==> src/rtl/narvie_pkg.sv <==
// Shared definitions for the instruction-injection controller.
//   state_t      : controller FSM states
//   NopInstr     : canonical RV32I NOP (addi x0, x0, 0)
//   OpStore/OpBranch/OpFence : opcodes whose injection yields no destination register
//   writes_rd()  : classifies whether an instruction produces a register result
package narvie_pkg;

    typedef enum logic [2:0] {
        StIdle,
        StIssue,
        StDrain,
        StRead,
        StResp
    } state_t;

    localparam logic [31:0] NopInstr = 32'h0000_0013;

    localparam logic [6:0] OpStore  = 7'b0100011;
    localparam logic [6:0] OpBranch = 7'b1100011;
    localparam logic [6:0] OpFence  = 7'b0001111;

    // Stores, branches and fences have no rd; rd==x0 discards the result anyway.
    function automatic logic writes_rd(input logic [6:0] opcode, input logic [4:0] rd);
        logic no_rd;
        no_rd = (opcode == OpStore) || (opcode == OpBranch) || (opcode == OpFence) ||
                (rd == 5'd0);
        return !no_rd;
    endfunction

endpackage

==> src/rtl/instr_inject_ctrl.sv <==
// Injects single host instructions into a CPU by overriding its instruction-memory
// read data, pads with NOPs until the instruction has retired, then reads the
// destination register back through the register-file debug port.
//
// Ports:
//   clk, rst_n           : clock, asynchronous active-low reset
//   cmd_valid/ready      : host command handshake, cmd_instr is the instruction word
//   cpu_instr            : instruction word presented to the CPU
//   dbg_rd_addr/data     : register-file debug read port (data is combinational)
//   rsp_valid/ready      : response handshake, rsp_data/rsp_has_rd is the result
//   busy                 : high whenever a command is in flight
//
// DRAIN_CYCLES must lie in 1..15 (it is loaded into a 4-bit counter).
module instr_inject_ctrl
    import narvie_pkg::*;
#(
    parameter logic [31:0] NOP_INSTR    = NopInstr,
    parameter int unsigned DRAIN_CYCLES = 5
) (
    input  logic        clk,
    input  logic        rst_n,
    input  logic        cmd_valid,
    output logic        cmd_ready,
    input  logic [31:0] cmd_instr,
    output logic [31:0] cpu_instr,
    output logic [4:0]  dbg_rd_addr,
    input  logic [31:0] dbg_rd_data,
    output logic        rsp_valid,
    input  logic        rsp_ready,
    output logic [31:0] rsp_data,
    output logic        rsp_has_rd,
    output logic        busy
);

    localparam logic [3:0] DrainLoad = 4'(DRAIN_CYCLES - 1);

    state_t     state;
    logic [3:0] drain_cnt;
    // Only the rd field and its classification are needed after the issue cycle.
    logic [4:0] cap_rd;
    logic       cap_has_rd;

    always_ff @(posedge clk or negedge rst_n) begin
        if (!rst_n) begin
            state      <= StIdle;
            drain_cnt  <= 4'd0;
            cap_rd     <= NOP_INSTR[11:7];
            cap_has_rd <= writes_rd(NOP_INSTR[6:0], NOP_INSTR[11:7]);
            cpu_instr  <= NOP_INSTR;
            rsp_valid  <= 1'b0;
            rsp_data   <= 32'h0;
            rsp_has_rd <= 1'b0;
        end else begin
            unique case (state)
                StIdle: begin
                    if (cmd_valid) begin
                        cap_rd     <= cmd_instr[11:7];
                        cap_has_rd <= writes_rd(cmd_instr[6:0], cmd_instr[11:7]);
                        // Registered here so the word is on cpu_instr for the ISSUE cycle.
                        cpu_instr  <= cmd_instr;
                        state      <= StIssue;
                    end
                end
                StIssue: begin
                    cpu_instr <= NOP_INSTR;
                    drain_cnt <= DrainLoad;
                    state     <= StDrain;
                end
                StDrain: begin
                    // NOPs flush the pipeline and absorb any PC redirect.
                    if (drain_cnt == 4'd0) begin
                        state <= StRead;
                    end else begin
                        drain_cnt <= drain_cnt - 4'd1;
                    end
                end
                StRead: begin
                    rsp_valid  <= 1'b1;
                    rsp_has_rd <= cap_has_rd;
                    rsp_data   <= cap_has_rd ? dbg_rd_data : 32'h0;
                    state      <= StResp;
                end
                StResp: begin
                    if (rsp_ready) begin
                        rsp_valid <= 1'b0;
                        state     <= StIdle;
                    end
                end
                default: begin
                    state <= StIdle;
                end
            endcase
        end
    end

    assign cmd_ready   = (state == StIdle);
    assign busy        = (state != StIdle);
    assign dbg_rd_addr = (state == StRead) ? cap_rd : 5'd0;

endmodule
==> config.mk <==
export PLATFORM = sky130hd
export DESIGN_NAME = instr_inject_ctrl
export DESIGN_NICKNAME = d
export VERILOG_FILES = /design/src/rtl/narvie_pkg.sv /design/src/rtl/instr_inject_ctrl.sv
export SDC_FILE = /design/constraint.sdc
export NUM_CORES = 1
export LEC_CHECK = 0
export ABC_AREA = 1
export CAP_MARGIN = 30
export CORE_MARGIN = 1.5
export CORE_UTILIZATION = 47
export CTS_BUF_LIST = sky130_fd_sc_hd__clkbuf_4
export DETAILED_ROUTE_END_ITERATION = 8
export PLACE_DENSITY = 0.88
export SETUP_SLACK_MARGIN = 0.15
export SYNTH_ARGS = -nofsm -noshare
export SYNTH_HDL_FRONTEND = slang
export SYNTH_SLANG_ARGS = --single-unit
export TNS_END_PERCENT = 20
==> constraint.sdc <==
create_clock -name clk -period 2.24 [get_ports clk]
set_clock_uncertainty 0.15 [all_clocks]
set_input_delay 0.448 -clock clk [delete_from_list [all_inputs] [get_ports clk]]
set_output_delay 0.448 -clock clk [all_outputs]
set_load 0.02 [all_outputs]
Word-level counts from Yosys, hierarchy flattened
Index checks and enable logic that the tools add are counted.
{"block": "totals", "register_bits": 79, "inputBits": 68, "output_inout_bits": 73, "word_cells": 48}
{"block": "classes", "mux": 12, "reduce_logical": 16, "addsub": 1, "eq_ne": 11}
{"cell": "$mux W32", "count": 2}
{"cell": "$pmux W32 S2", "count": 1}
{"cell": "$pmux W3 S5", "count": 1}
{"cell": "$mux W3", "count": 3}
{"cell": "$ne A2 B2 Y1 const B", "count": 4}
{"cell": "$pmux W4 S2", "count": 1}
{"cell": "$reduce_and A2 Y1", "count": 4}
{"cell": "$eq A7 B4 Y1 const B", "count": 1}
{"cell": "$eq A7 B6 Y1 const B", "count": 1}
{"cell": "$eq A7 B7 Y1 const B", "count": 1}
{"cell": "$eq A3 B2 Y1 const B", "count": 2}
{"cell": "$reduce_bool A2 Y1", "count": 3}
{"cell": "$logic_not A5 Y1", "count": 1}
{"cell": "$mux W5", "count": 1}
{"cell": "$logic_not A4 Y1", "count": 1}
{"cell": "$mux W4", "count": 1}
{"cell": "$sub A4 B1 Y4 const B", "count": 1}
{"cell": "$eq A3 B1 Y1 const B", "count": 1}
{"cell": "$eq A3 B3 Y1 const B", "count": 1}
{"cell": "$logic_not A3 Y1", "count": 1}
{"cell": "$logic_or A1 B1 Y1", "count": 3}
{"cell": "$reduce_and A3 Y1", "count": 1}
{"cell": "$reduce_bool A3 Y1", "count": 1}
{"cell": "$pmux W1 S2", "count": 1}
{"cell": "2 further kinds", "count": 2}

Logic depth before layout (Yosys ltp)
Gate-level depths: netlist (run 1).
{"block": "depth", "depth_word": 5, "mapped_depth": 8, "depth_no_buf": 8}

Worst setup path after synthesis (run 1)
OpenSTA, ideal clock, no wires.
{"block": "synth_timing", "path_kind": "register -> output", "from": "register state[2]", "to": "output dbg_rd_addr[0]", "setup_slack_ns": 0.407, "required_ns": 1.642, "n_path_buf": 1, "stages_incl_launch_ff": 5, "arrival_time_ns": 1.235, "path_cell_list": "dfrtp_1 -> nor3_4 -> inv_2 -> buf_2 -> nor2_1"}
{"block": "synth_via", "elab_chain_len": 2}
{"element": "start, declared", "line_no": "instr_inject_ctrl.sv:37", "rtl": "state_t state;"}
{"element": "start signal, assigned", "line_no": "instr_inject_ctrl.sv:45", "rtl": "state <= StIdle;"}
{"element": "start signal, assigned", "line_no": "instr_inject_ctrl.sv:61", "rtl": "state <= StIssue;"}
{"element": "start signal, assigned", "line_no": "instr_inject_ctrl.sv:67", "rtl": "state <= StDrain;"}
{"element": "$eq A3 B2 Y1", "line_no": "instr_inject_ctrl.sv:98", "rtl": "assign dbg_rd_addr = (state == StRead) ? cap_rd : 5'd0;"}
{"element": "$mux W5", "line_no": "instr_inject_ctrl.sv:98"}
{"element": "end, declared", "line_no": "instr_inject_ctrl.sv:26", "rtl": "output logic [4:0] dbg_rd_addr,"}
Every way passes these cells.

Worst setup path after layout (run 1)
{"block": "layout_timing", "from": "register state[2]", "to": "output dbg_rd_addr[2]"}
The elaborated chain is that of the path after synthesis.

==> results.ini, run 1 <==
[placed_design]
pre_cts_ws_ps = 140
hpwl_um = 6140
place_congestion = 0.790
port_buffers = 140

[floorplanning]
start_util_pct = 48.6
die_h_um = 86.6
rows = 30
fp.dieW_um = 86.6
ios = 141
fp.dieArea_mm2 = 0.00749
core_area_mm2 = 0.00676

[synth]
synthTopCellsByArea = dfrtp_1, nand2_1, nand3_1
synth_edf_count = 0
synth_seq_cells = 79
netlist_instances = 381
syn_area_per_cell_um2 = 8.61
netlist_area_mm2 = 0.00328
synth.top_cell.area_share_pct = 57.9
mappedNetlistNets = 450
yosys-top-cells-count = nand2_1, dfrtp_1, nand3_1
synth_seq_area_share_pct = 60.4
synth_async_sr_flop_share_pct = 100
ys_types = 19
synth_most_common_cell = nand2_1
yosys_warnings = 0
synth_top_cell_by_area = dfrtp_1
synthFlopType = dfrtp_1

[clock_network]
cts_buffers = 9
cts.sinks = 79
cts_root_buffer = clkbuf_4
clock_path_buffers = 2
h-tree-depth = 3
tritoncts = done
path_clk_slew_ps = 110
clock_latency_ps = 400

[critical_path]
cp.arrival_ps = 1550
cp_slowest_cell = dfrtp_1
crit_fanout = 6
crit_type = flip-flop to primary output
required_ps = 1640
r2r_start = state[2]
start_kind = flip-flop
critical_path.endpoint_type = primary output
cpLargestDelayFamily = flip-flops
crit_buf_inv = 3
max_stage_delay_ps = 420
crit_chain = buf_4 > nor3_4 > inv_4 > nor2_1 > buf_2
reg2reg_depth = 6
reg2reg_to = cpu_instr[7]
r2r_setup_slack_ps = 410

[timing]
fmax_mhz = 465
max_slew_margin_pct = 65.7
setup-tns-final_ps = 0
fin_ws_ps = 88.3
rsz0062_at_grt = true
tightest_slew_ps = 513
period_share_pct = 96.1
setup_viol = 0
fin_crit_ps = 2150
drv_slew = 0
finalHoldViolations = 0

[drt]
ant_nets = 0
dr_wl_met3_um = 703
via_per_inst = 5.07
wl_met1_um = 3490
drc = 0
vias = 3093
wl_um = 8640
drt_iter0_drc = 189
top_layer_used = met4
wl_met2_um = 4310
first_pass_iters = 4
wl_per_cell_um = 14.2

[power]
ir_drop_mv = 0.777
power_frac_seq_pct = 34.3
sw_frac_of_total_pct = 41.0
p_switching_mw = 2.72
powerDensity_mw_per_mm2 = 1340
p_int_mw = 3.92
leakagePower_nw = 2.49
comb_power_share_pct = 49.7
p_clk_share_pct = 16.0

[grt]
grt_max_degree = 46
antenna_found_initial = 0
grt_pass1_wl_um = 14100
grt_usage_pct = 24.3
grt.overflow.total = 0
grt_pass1_vias = 3069

[final_layout]
fillers = 511
drive_gt1_share_pct = 8.68
n_antenna_cell = 0
multi_input_area_mm2 = 0.00111
syn2layout_area_growth_pct = 51.2
seqCellArea_mm2 = 0.00198
nets = 594

[job]
maxCapViolations = 0

[hold_path]
hold_path.class = flip-flop to flip-flop
hp-start = rsp_data[15]
hold_depth = 2
whs_endpoint = rsp_data[15]

[outcome]
status = complete, no violations

## cell type report
class                      instances  share of cell area (%)
timing repair buffer             153                    29.9
multi-input combinational        255                    22.4
sequential                        79                    39.9
inverter                          27                    2.09
tap                               80                    2.02
clock buffer                      10                    1.51
clock inverter                     6                    2.17
## how the worst max path moves through the flow
stage	from	to	slack, ps	depth (start not counted)
floorplan	state[2]	dbg_rd_addr[0]	410	4
global placement	state[2]	dbg_rd_addr[2]	150	4
detailed placement	state[0]	dbg_rd_addr[2]	140	5
CTS	state[2]	busy	50	5
global route	state[2]	dbg_rd_addr[0]	20	5
finish	state[2]	dbg_rd_addr[2]	90	5
## worst register-to-register path, delay by kind of cell (launching register included)
family / cells / cell delay [ps]
AO/OA/AOI/OAI: 1 / 70
flip-flops: 1 / 420
buffers and inverters: 2 / 510
AND/OR/NAND/NOR: 3 / 570
## logic make-up (layout without fill, tap and decap cells)
group	count (synthesis)	count (layout)	share of synthesized area [%]
fa+ha+maj	1	1	0.381
compound gates	18	18	2.74
simple gates	236	236	30.5
flops	79	79	60.4
buf+inv	47	196	6.06
## placed cells by master, fill, tap and decap left out, drive strengths merged
master         count
a21oi              2
buf               18
bufinv             3
clkbuf            11
clkdlybuf4s15      1
clkdlybuf4s50    130
clkinv             2
dfrtp             76
dfstp              3
dlygate4sd2        1
dlygate4sd3        1
dlymetal6s2s       1
ha                 1
inv               28
nand2            138
nand3             71
nand4              1
nor2              24
nor3               1
o21ai             16
or2                1
## power groups by stage
stage          clock network, mW  registers [mW]  logic (mW)
6_report                    1.06            2.28        3.30
3_3_place_gp                   0            2.28        3.17
4_1_cts                     1.08            2.28        3.28
2_1_floorplan                  0            2.79        1.33
5_1_grt                     1.15            2.34        3.62
3_5_place_dp                   0            2.30        3.28
## sequential cells by signal, summed over array words and instances, names as in the netlist
signal,count
rsp_has_rd,1
rsp_data,32
rsp_valid,1
cap_rd,5
drain_cnt,4
cap_has_rd,1
state,3
cpu_instr,32
## per-layer routing
layer  up-vias  track usage [%]
met4         0             9.82
met3        13             6.95
li1       1497                -
met2       121             40.7
met1      1462             29.7
met5         -                0
## per-stage QoR
step	cell area [um2]	cells	total power [mW]	utilization (%)	hold WS (ps)
4_1_cts	4950	609	6.64	73.3	346
5_1_grt	4960	610	7.10	73.4	363
2_1_floorplan	3280	381	4.12	-	2.41
6_report	4960	610	6.64	73.4	339
3_5_place_dp	4760	590	5.57	70.5	281
3_3_place_gp	4760	590	5.46	70.5	272
## repair_timing
item	4_1_cts	5_1_grt
pin swaps	1	0
endpoints found under the setup margin	10	10
hold endpoints to repair	34	0
resized for setup	26	5
hold buffers	1	0
buffers inserted	2	1
(Power assumes the default switching activity.)
==> inputs of run 2 (changes only) <==
--- a/config.mk
+++ b/config.mk
@@ -6,7 +6,7 @@
 export NUM_CORES = 1
 export LEC_CHECK = 0
 export ABC_AREA = 1
-export CAP_MARGIN = 30
+export CORE_ASPECT_RATIO = 0.5
 export CORE_MARGIN = 1.5
 export CORE_UTILIZATION = 47
 export CTS_BUF_LIST = sky130_fd_sc_hd__clkbuf_4
==> results.ini, run 2 (synthesis gave the netlist of run 1 again) <==
[grt]
antenna_found_initial = 0  ; unchanged
grt_pass1_wl_um = 12700  ; -10%
grt.met1_usage_pct = 26.2  ; -3.4 points
grt_max_degree = 46  ; unchanged
grt.busiest_layer = met2
grt_pass1_vias = 2802  ; -8.7%
grt.overflow.total = 0  ; unchanged
grt_usage_pct = 22.3  ; -2.0 points
use_met3_pct = 6.93  ; -0.018 points
grt.met2_usage_pct = 39.4  ; -1.3 points

[floorplanning]
die_h_um = 62.1  ; -28%
start_util_pct = 48.8  ; +0.22 points
fp.dieArea_mm2 = 0.00752  ; +0.42%
rows = 21  ; -30%
fp.dieW_um = 121  ; +40%
ios = 141  ; unchanged
core_area_mm2 = 0.00673  ; -0.44%

[power]
leakagePower_nw = 2.45  ; -1.5%
powerDensity_mw_per_mm2 = 1280  ; -4.0%
ir_drop_mv = 0.667  ; -14%

[clock_network]
tritoncts = done
clock_path_buffers = 2  ; unchanged
cts_buffers = 9  ; unchanged
path_clk_slew_ps = 110  ; about the same
h-tree-depth = 3  ; unchanged
cts_root_buffer = clkbuf_4
cts.sinks = 79  ; unchanged
clock_latency_ps = 420  ; +20 ps

[timing]
fmax_mhz = 462  ; -0.52%
fin_crit_ps = 2160  ; +11.2 ps
drv_slew = 0  ; unchanged
fin_ws_ps = 77.1  ; -11.2 ps
setup_viol = 0  ; unchanged
period_share_pct = 96.6  ; +0.50 points
max_slew_margin_pct = 65.1  ; -0.61 points
setup-tns-final_ps = 0  ; unchanged
rsz0062_at_grt = true
holdWs_ps = 339  ; -0.170 ps
tightest_slew_ps = 524  ; +10.3 ps
finalHoldViolations = 0  ; unchanged

[placed_design]
dp.cells = 600  ; +1.7%
port_buffers = 140  ; unchanged
place_congestion = 0.767  ; -2.9%
hpwl_um = 5630  ; -8.3%
pre_cts_ws_ps = 160  ; +20.4 ps

[final_layout]
nets = 592  ; -0.34%
multi_input_area_mm2 = 0.00112  ; +0.68%
mostFrequentLayoutCell = nand2_1
final_cell_mix = nand2_1, clkdlybuf4s50_1, dfrtp_1, nand3_1, inv_1
fillers = 538  ; +5.3%
n_antenna_cell = 0  ; unchanged
stdcell_count = 620  ; +1.6%
utilization_pct = 73.2  ; -0.27 points
drive_gt1_share_pct = 8.33  ; -0.35 points
seqCellArea_mm2 = 0.00198  ; about the same
reg_top3 = cpu_instr x32, rsp_data x32, cap_rd x5
syn2layout_area_growth_pct = 50.0

[drt]
wl_per_cell_um = 13.1  ; -7.5%
via_per_inst = 4.84  ; -4.5%
vias = 3001  ; -3.0%
first_pass_iters = 4  ; unchanged
drt_iter0_drc = 126  ; -33%
drc = 0  ; unchanged
wl_um = 8120  ; -6.0%
ant_nets = 0  ; unchanged

[critical_path]
crit_fanout = 2  ; -4
start_kind = flip-flop
crit_chain = clkdlybuf4s50_1
cp_slowest_cell = clkdlybuf4s50_1
crit_type = flip-flop to primary output
required_ps = 1640  ; about the same
cp.arrival_ps = 1560  ; about the same
cpLargestDelayFamily = buffers and inverters
max_stage_delay_ps = 600  ; +180 ps
crit_buf_inv = 1  ; -2
critical_path.endpoint_type = primary output

[hold_path]
hold_path.class = flip-flop to flip-flop

[job]
maxCapViolations = 0  ; unchanged

[outcome]
status = complete, no violations

==> run 2: cell type report <==
cell class | count | share of cell area [%]
timing repair buffer | 151 | 30.1
clock buffer | 10 | 1.53
multi-input combinational | 255 | 22.7
tap | 92 | 2.34
clock inverter | 6 | 1.04
inverter | 27 | 2.06
sequential | 79 | 40.3
==> run 2: repair_timing <==
action                                  4_1_cts  5_1_grt
endpoints found under the setup margin       10       15
pin swaps                                     0        3
hold buffers                                  1        0
endpoints found under the hold margin        40        0
buffers inserted                              1        2
resized for setup                            20       15
==> run 2: metal layers <==
| metal | up-vias | part of all wire (%) |
|---|---|---|
| li1 | 1491 | - |
| met5 | - | 0 |
| met1 | 1407 | 43 |
| met3 | 14 | 5.7 |
| met2 | 89 | 49 |
| met4 | 0 | 2.2 |
==> run 2: through the flow <==
step / instance area (um2) / total power, mW
finish: 4920 / 6.32
global route: 4920 / 6.80
CTS: 4900 / 6.31
detailed placement: 4760 / 5.51
global placement: 4760 / 5.42
floorplan: 3280 / 4.12
==> run 2: final timing paths <==
| check | from | slack [ps] | cells after the start | endpoint |
|---|---|---|---|---|
| worst min register to register | rsp_data[24] | 340 | 2 | rsp_data[24] |
| worst max register to register | state[1] | 560 | 7 | cpu_instr[4] |
| worst max-delay path | cpu_instr[0] | 80 | 1 | cpu_instr[0] |
| max in group asynchronous | rst_n | 920 | 3 | cpu_instr[0] |
| min in group asynchronous | rst_n | 390 | 2 | rsp_data[9] |
| worst min-delay path | rsp_data[24] | 340 | 2 | rsp_data[24] |
==> run 2: power breakdown <==
part           switching [mW]  total, mW  internal [mW]
Sequential              0.300       2.28           1.98
Combinational            1.89       3.25           1.36
Clock                   0.456      0.795          0.339
Total                    2.64       6.32           3.68
==> inputs of run 3 (changes only) <==
--- a/config.mk
+++ b/config.mk
@@ -6,13 +6,17 @@
 export NUM_CORES = 1
 export LEC_CHECK = 0
 export ABC_AREA = 1
+export CELL_PAD_IN_SITES_DETAIL_PLACEMENT = 1
+export CELL_PAD_IN_SITES_GLOBAL_PLACEMENT = 1
 export CORE_ASPECT_RATIO = 0.5
 export CORE_MARGIN = 1.5
-export CORE_UTILIZATION = 47
+export CORE_UTILIZATION = 34
 export CTS_BUF_LIST = sky130_fd_sc_hd__clkbuf_4
 export DETAILED_ROUTE_END_ITERATION = 8
-export PLACE_DENSITY = 0.88
+export PLACE_DENSITY_LB_ADDON = 0.1
 export SETUP_SLACK_MARGIN = 0.15
+export SKIP_CTS_REPAIR_TIMING = 1
+export SLEW_MARGIN = 40
 export SYNTH_ARGS = -nofsm -noshare
 export SYNTH_HDL_FRONTEND = slang
 export SYNTH_SLANG_ARGS = --single-unit
==> results.ini, run 3 (synthesis gave the netlist of run 1 again) <==
[critical_path]
r2r_start = state[1]
critical_path.endpoint_type = primary output
cp.arrival_ps = 1490  ; -70 ps
crit_chain = inv_2 > nor3_4 > inv_4 > nor2_1 > buf_4
max_stage_delay_ps = 400  ; -200 ps
reg2reg_to = rsp_data[12]
cp_num_cells = 5  ; +4
crit_fanout = 6  ; +4
cpLargestDelayFamily = flip-flops
cp_slowest_cell = dfrtp_1
required_ps = 1640  ; about the same
crit_buf_inv = 3  ; +2
r2r_setup_slack_ps = 580  ; +20 ps
crit_end = dbg_rd_addr[3]
critPathLaunch = state[1]
crit_type = flip-flop to primary output
start_kind = flip-flop
reg2reg_depth = 7  ; unchanged

[final_layout]
reg_top3 = cpu_instr x32, rsp_data x32, cap_rd x5
final_area_mm2 = 0.00514  ; +4.3%
fillers = 1098  ; +100%
mostFrequentLayoutCell = nand2_1
n_antenna_cell = 0  ; unchanged
final_cell_mix = nand2_1, clkdlybuf4s50_1, dfrtp_1, nand3_1, dlymetal6s2s_1
drive_gt1_share_pct = 10.3  ; +1.9 points
seqCellArea_mm2 = 0.00198  ; about the same
multi_input_area_mm2 = 0.00113  ; +1.3%
stdcell_count = 670  ; +8.1%
nets = 599  ; +1.2%
syn2layout_area_growth_pct = 56.5

[grt]
grt_max_degree = 36  ; -22%
antenna_found_initial = 0  ; unchanged
grt_pass1_wl_um = 15400  ; +22%
grt_usage_pct = 19.4  ; -2.9 points
grt.overflow.total = 0  ; unchanged
grt_pass1_vias = 3006  ; +7.3%

[placed_design]
hpwl_um = 6770  ; +20%
placed_area_mm2 = 0.00487  ; +2.2%
place_congestion = 0.731  ; -4.7%
port_buffers = 140  ; unchanged
dp.cells = 650  ; +8.3%

[drt]
via_per_inst = 4.60  ; -4.9%
wl_per_cell_um = 14.3  ; +8.9%
wl_um = 9560  ; +18%
first_pass_iters = 4  ; unchanged
vias = 3085  ; +2.8%
drt_iter0_drc = 131  ; +4.0%
ant_nets = 0  ; unchanged
drc = 0  ; unchanged

[timing]
tightest_slew_ps = 381  ; -143 ps
fin_crit_ps = 2090  ; -70.9 ps
holdWs_ps = 296  ; -42.3 ps
setup-tns-final_ps = 0  ; unchanged
finalHoldViolations = 0  ; unchanged
drv_slew = 0  ; unchanged
setup_viol = 0  ; unchanged
fmax_mhz = 478  ; +3.4%
max_slew_margin_pct = 74.6  ; +9.5 points
rsz0062_at_grt = true
period_share_pct = 93.4  ; -3.2 points

[clock_network]
clock_path_buffers = 2  ; unchanged
h-tree-depth = 3  ; unchanged
cts_root_buffer = clkbuf_4
clock_latency_ps = 410  ; about the same
tritoncts = done
path_clk_slew_ps = 130  ; +20 ps
cts.sinks = 79  ; unchanged
cts_buffers = 9  ; unchanged

[floorplanning]
ios = 141  ; unchanged
die_h_um = 72.5  ; +17%
start_util_pct = 34.9  ; -14 points
fp.dieW_um = 142  ; +17%
fp.dieArea_mm2 = 0.0103  ; +37%
core_area_mm2 = 0.00942  ; +40%
rows = 25  ; +19%

[job]
maxCapViolations = 0  ; unchanged

[power]
powerDensity_mw_per_mm2 = 1260  ; -2.0%
power_mw = 6.46  ; +2.3%
leakagePower_nw = 2.87  ; +17%
ir_drop_mv = 0.438  ; -34%

[hold_path]
hold_path.class = input pin to async pin

[outcome]
status = complete, no violations

run 3: where the power goes:
| group | switching [mW] | internal, mW | total [mW] |
|---|---|---|---|
| Clock | 0.501 | 0.333 | 0.834 |
| Combinational | 1.97 | 1.38 | 3.35 |
| Sequential | 0.298 | 1.98 | 2.28 |
| Total | 2.77 | 3.69 | 6.46 |
run 3: worst min-delay path by stage:
| stage | start | end | slack (ps) |
|---|---|---|---|
| 6_report | rst_n | rsp_data[1] | 300 |
| 5_1_grt | rst_n | rsp_data[1] | 260 |
| 4_1_cts | rst_n | rsp_data[30] | -270 |
| 3_5_place_dp | rst_n | rsp_data[30] | 220 |
| 3_3_place_gp | rst_n | rsp_data[1] | 220 |
| 2_1_floorplan | rst_n | cap_has_rd | 2 |
run 3: layer usage:
layer / wire length [um] / part of all wire (%) / global-route usage (%)
met4: 35 / 0.37 / 3.78
met2: 4180 / 44 / 29.2
met3: 683 / 7.1 / 7.59
met1: 4660 / 49 / 26.9
met5: 0 / 0 / 0
run 3: layout make-up:
class                           count  area share, %
Sequential cell                    79           38.6
Clock buffer                        9           1.32
Timing Repair Buffer              158           31.5
Clock inverter                      7           1.24
Tap cell                          135           3.29
Inverter                           27           2.02
Multi-Input combinational cell    255           22.0
run 3: through the flow:
step	worst slack, ps	utilization, %
floorplan	407	-
global placement	208	51.7
detailed placement	155	51.7
CTS	-346	53.1
global route	4.90	54.6
finish	148	54.6
